[config.mk]
export PLATFORM = sky130hd
export DESIGN_NAME = ssd_decoder
export DESIGN_NICKNAME = d
export VERILOG_FILES = /design/src/rtl/ssd_decoder.sv
export SDC_FILE = /design/constraint.sdc
export NUM_CORES = 1
export LEC_CHECK = 0
export BUFFER_PORTS_ARGS = -buffer_cell sky130_fd_sc_hd__buf_2
export CAP_MARGIN = 10
export CORE_MARGIN = 2
export CORE_UTILIZATION = 45
export CTS_CLUSTER_SIZE = 20
export DETAILED_ROUTE_END_ITERATION = 7
export PLACE_DENSITY = 0.63
export SYNTH_ARGS = -nofsm -noshare
export SYNTH_HDL_FRONTEND = slang
export SYNTH_SLANG_ARGS = --single-unit
[constraint.sdc]
create_clock -name ssd_decoder_port_clk -period 8.8 [get_ports ssd_decoder_port_clk]
set_input_delay 0.44 -clock ssd_decoder_port_clk [delete_from_list [all_inputs] [get_ports ssd_decoder_port_clk]]
set_output_delay 0.44 -clock ssd_decoder_port_clk [all_outputs]
set_load 0.05 [all_outputs]
[src/rtl/ssd_decoder.sv]
// ssd_decoder: readback monitor for a multiplexed seven-segment display bus.
// Samples the active-low {an, dp, cc} lines, waits for each pattern to stay
// unchanged for STABLE_CYCLES+1 consecutive samples, then decodes the glyph
// back to a hex nibble for the selected digit and flags full-frame capture.
//
// Ports:
//   ssd_decoder_port_clk          clock, rising edge
//   ssd_decoder_port_rstn         synchronous active-low reset
//   ssd_decoder_port_cc           segment cathodes {g,f,e,d,c,b,a}, active-low
//   ssd_decoder_port_dp           decimal-point cathode, active-low
//   ssd_decoder_port_an           anodes, active-low, bit i selects digit i
//   ssd_decoder_port_value        decoded nibbles, digit i at [4i+3:4i]
//   ssd_decoder_port_dps          decoded decimal points, 1 = lit
//   ssd_decoder_port_digit_err    1 = last capture of digit i was not a glyph
//   ssd_decoder_port_frame_valid  one-cycle pulse when every digit was captured
//   ssd_decoder_port_an_err       one-cycle pulse on stable multi-anode pattern
module ssd_decoder #(
  parameter int unsigned DIGITS        = 8,
  parameter int unsigned STABLE_CYCLES = 4
) (
  input  logic                  ssd_decoder_port_clk,
  input  logic                  ssd_decoder_port_rstn,
  input  logic [6:0]            ssd_decoder_port_cc,
  input  logic                  ssd_decoder_port_dp,
  input  logic [DIGITS-1:0]     ssd_decoder_port_an,
  output logic [4*DIGITS-1:0]   ssd_decoder_port_value,
  output logic [DIGITS-1:0]     ssd_decoder_port_dps,
  output logic [DIGITS-1:0]     ssd_decoder_port_digit_err,
  output logic                  ssd_decoder_port_frame_valid,
  output logic                  ssd_decoder_port_an_err
);

  localparam int unsigned SW = DIGITS + 8;

  typedef enum logic [1:0] {WAIT, COUNT, HELD} state_t;

  state_t            state;
  logic [SW-1:0]     smp;
  logic [3:0]        cnt;
  logic [DIGITS-1:0] seen;

  logic [SW-1:0]     bus;
  logic              same;
  logic              capture;
  logic [DIGITS-1:0] an_s;
  logic              dp_s;
  logic [6:0]        cc_s;
  logic              one_low;
  logic              multi_low;
  logic [4:0]        dec;
  logic [DIGITS-1:0] seen_next;

  // Returns {illegal, nibble}; illegal patterns decode to nibble 0.
  function automatic logic [4:0] decode(input logic [6:0] c);
    logic [4:0] r;
    case (c)
      7'b1000000: r = 5'h00;
      7'b1111001: r = 5'h01;
      7'b0100100: r = 5'h02;
      7'b0110000: r = 5'h03;
      7'b0011001: r = 5'h04;
      7'b0010010: r = 5'h05;
      7'b0000010: r = 5'h06;
      7'b1111000: r = 5'h07;
      7'b0000000: r = 5'h08;
      7'b0010000: r = 5'h09;
      7'b0001000: r = 5'h0A;
      7'b0000011: r = 5'h0B;
      7'b1000110: r = 5'h0C;
      7'b0100001: r = 5'h0D;
      7'b0000110: r = 5'h0E;
      7'b0001110: r = 5'h0F;
      default:    r = 5'h10;
    endcase
    return r;
  endfunction

  assign bus  = {ssd_decoder_port_an, ssd_decoder_port_dp, ssd_decoder_port_cc};
  assign same = (bus == smp);
  assign an_s = smp[SW-1 -: DIGITS];
  assign dp_s = smp[7];
  assign cc_s = smp[6:0];

  // Fires in WAIT as well so STABLE_CYCLES=1 captures on the first equal
  // compare; for larger values C is always 0 in WAIT, so it cannot fire there.
  assign capture = same && (state != HELD) && (cnt == 4'(STABLE_CYCLES - 1));

  assign one_low   = $onehot(~an_s);
  assign multi_low = (|(~an_s)) && !one_low;
  assign dec       = decode(cc_s);

  always_comb begin
    seen_next = seen;
    if (one_low) seen_next = seen | ~an_s;
  end

  always_ff @(posedge ssd_decoder_port_clk) begin
    if (!ssd_decoder_port_rstn) begin
      state                        <= WAIT;
      smp                          <= '1;
      cnt                          <= '0;
      seen                         <= '0;
      ssd_decoder_port_value       <= '0;
      ssd_decoder_port_dps         <= '0;
      ssd_decoder_port_digit_err   <= '0;
      ssd_decoder_port_frame_valid <= 1'b0;
      ssd_decoder_port_an_err      <= 1'b0;
    end else begin
      ssd_decoder_port_frame_valid <= 1'b0;
      ssd_decoder_port_an_err      <= 1'b0;
      if (!same) begin
        smp   <= bus;
        cnt   <= '0;
        state <= WAIT;
      end else begin
        if (cnt != 4'(STABLE_CYCLES)) cnt <= cnt + 4'd1;
        if (capture)             state <= HELD;
        else if (state == WAIT)  state <= COUNT;
        if (capture) begin
          if (one_low) begin
            for (int unsigned i = 0; i < DIGITS; i++) begin
              if (!an_s[i]) begin
                ssd_decoder_port_value[4*i +: 4] <= dec[3:0];
                ssd_decoder_port_dps[i]          <= ~dp_s;
                ssd_decoder_port_digit_err[i]    <= dec[4];
              end
            end
            if (&seen_next) begin
              ssd_decoder_port_frame_valid <= 1'b1;
              seen                         <= '0;
            end else begin
              seen <= seen_next;
            end
          end else if (multi_low) begin
            ssd_decoder_port_an_err <= 1'b1;
          end
        end
      end
    end
  end

endmodule

==> reports/summary.txt <==
post-synthesis sequential area ratio -> 0.451
Final Hold Viols -> 0
cts-stage hold buffer count -> 0
Antenna Cells -> 0
DP Wirelength -> 5730 µm
max-cap violation count -> 0
clk_skew -> 0.00995 ns
CP Max Fanout -> 9
post-DR vias/cell -> 5.19
syn nets -> 388
Die H -> 92.8 µm
final core occ -> 0.537
CTS tree -> done
delay-heaviest family, CP -> adder cells
Tmin final -> 4.51 ns
slowest stage cell, crit path -> dfxtp_1
layout cells sized above 1 -> 0.231
Distinct cells, synth -> 49
initial antenna violation count -> 0
worst path bufs/invs -> 2
Final Setup Violations -> 0
clock latency at the later pin of the worst-skew pair -> 0.35 ns
synth warn -> 0
EDFF count, synth -> 0
Worst Slack Setup Final -> 4.29 ns
Final nets -> 448
CP Class -> reg -> reg
First-pass DRT Iterations -> 4
CP Capture Type -> flip-flop
area delta synth->final -> 16.2%
gr usage total -> 0.200
TritonCTS buffer count -> 9
gr ovfl total -> 0
DR iter-0 viols -> 92
P_leak -> 0.00176 µW
IO Count -> 68
#FFs+latches synth -> 80
outcome -> finished clean
syn avg cell area -> 9.86 µm²
post_cts resized -> 0
DR WL/cell -> 15.4 µm
PortBufs -> 67
clock tree sinks -> 80
Final period util -> 0.512
critical-path cell list -> fa_1, inv_1, fa_1, fa_1, ha_1, inv_1, fa_1, a211o_1, a21oi_2, nand2_4, nor3_4, mux2i_1, nor2_1
Max Slew Vio Count -> 0
Area contributors post-synth -> dfxtp_1 45%, mux2i_1 12%, nor2_1 5.8%, xor2_1 3.9%, nor3_4 3.7%
Synth top area share -> 0.451
postcts setup bufs -> 0
Fin Setup TNS -> 0 ns
Slew HR -> 0.366
maximum root-to-sink buffer count -> 2
Hold Crit Class -> in -> reg
Root Buffer Master -> clkbuf_8
via count -> 2736
Post-synth top flop -> dfxtp_1
slowest stage delay, CP -> 0.55 ns
first-pass GRT wire length -> 13500 µm
dpl ws -> 4.30 ns
RSZ-0062 raised after global routing -> no
antenna viol nets, final -> 0
CP arrival -> 4.74 ns
GP Congestion -> 0.825
crit path launch type -> flip-flop
vias in the first global route -> 2703
H-tree depth -> 3
largest net degree at the start of global routing -> 43
filler instances -> 721
commonest non-fill, non-tap cell in the layout -> dfxtp_1
Pwr Density -> 173 nW/µm²
Post-Syn Instances -> 360
DR DRC count -> 0
Max Clk Rate -> 222 MHz
row count -> 32
worst slew pin tran -> 0.948 ns
core footprint -> 7690 µm²
Post-synth ARST share -> 0
Data required, critical path -> 9.04 ns
commonest non-fill, non-tap cells in the layout -> 80 x dfxtp_1, 67 x buf_2, 55 x nor2_1
initial core utilization -> 0.462
drt total wl -> 8140 µm
Worst-path clk slew -> 0.09 ns
cell mode on critical path -> fa_1
VDD IR max -> 0.0826 mV
die area -> 8610 µm²
Synth Cell Area -> 3550 µm²
area leader, netlist -> dfxtp_1
Die X -> 92.8 µm
-- report_power, final --
group          switching, µW  leakage (µW)  internal [µW]
clock network            148      0.000103            137
registers               9.57      0.000649            366
logic                   33.5       0.00101           21.8
-- area by class of cell --
class	instances	area, µm²	share of cell area
Timing Repair Buffer	68	343	0.0831
Multi-Input combinational cell	244	1780	0.432
Clock buffer	9	124	0.0300
Sequential cell	80	1600	0.388
Inverter	17	63.8	0.0155
Clock inverter	7	83.8	0.0203
Tap cell	102	128	0.0309
-- state kept, by name, indices dropped and copies added, names as in the netlist --
name and flops:
cnt 4, seen 8, smp 16, ssd_decoder_port_an_err 1
ssd_decoder_port_digit_err 8, ssd_decoder_port_dps 8, ssd_decoder_port_frame_valid 1, ssd_decoder_port_value 32
state 2
-- synth_stat cells, drive strengths merged (2+ instances only) --
cell / number
or2: 2
xor2: 16
dfxtp: 80
nor2: 55
nor4: 5
a31oi: 2
nand4: 3
o21ai: 5
nand3: 4
o22ai: 2
mux2i: 41
and2: 2
fa: 4
ha: 6
nand2b: 20
nor3: 13
a21oi: 10
buf: 11
nor4b: 3
o21a: 8
xnor2: 2
clkbuf: 8
nand2: 15
inv: 17
a211oi: 11
-- cells by family after synthesis --
family,synth area share
simple gates,0.204
buf+inv,0.0469
compound gates,0.0941
xor+xnor,0.0444
flops,0.451
fa+ha+maj,0.0437
mux,0.116
-- per-layer routing --
metal / GRT usage / part of all wire / up-vias
li1: - / - / 1353
met1: 0.268 / 0.47 / 1304
met2: 0.302 / 0.45 / 67
met3: 0.0578 / 0.062 / 12
met4: 0.0809 / 0.019 / 0
met5: 0 / 0 / -
-- worst paths after layout --
path | slack [ns] | to | cells after the start | startpoint
setup reg to reg | 4.29 | ssd_decoder_port_value[16]$_SDFFE_PN0P_ | 13 | smp[9]$_SDFFE_PN1P_
setup / recovery | 4.29 | ssd_decoder_port_value[16]$_SDFFE_PN0P_ | 13 | smp[9]$_SDFFE_PN1P_
hold reg to reg | 0.46 | ssd_decoder_port_digit_err[6]$_SDFFE_PN0P_ | 2 | ssd_decoder_port_digit_err[6]$_SDFFE_PN0P_
hold / removal | 0.29 | smp[0]$_SDFFE_PN1P_ | 2 | ssd_decoder_port_cc[0]
-- stage by stage --
step | area, µm² | hold slack, ns | power (µW) | instances
final | 4130 | 0.287 | 715 | 527
after global routing | 4130 | 0.282 | 743 | 527
after CTS | 4130 | 0.277 | 724 | 527
after detailed placement | 3920 | 0.447 | 439 | 511
after global placement | 3920 | 0.441 | 437 | 511
after floorplan | 3550 | 0.432 | 424 | 360
Power figures use the tool's default switching activity.
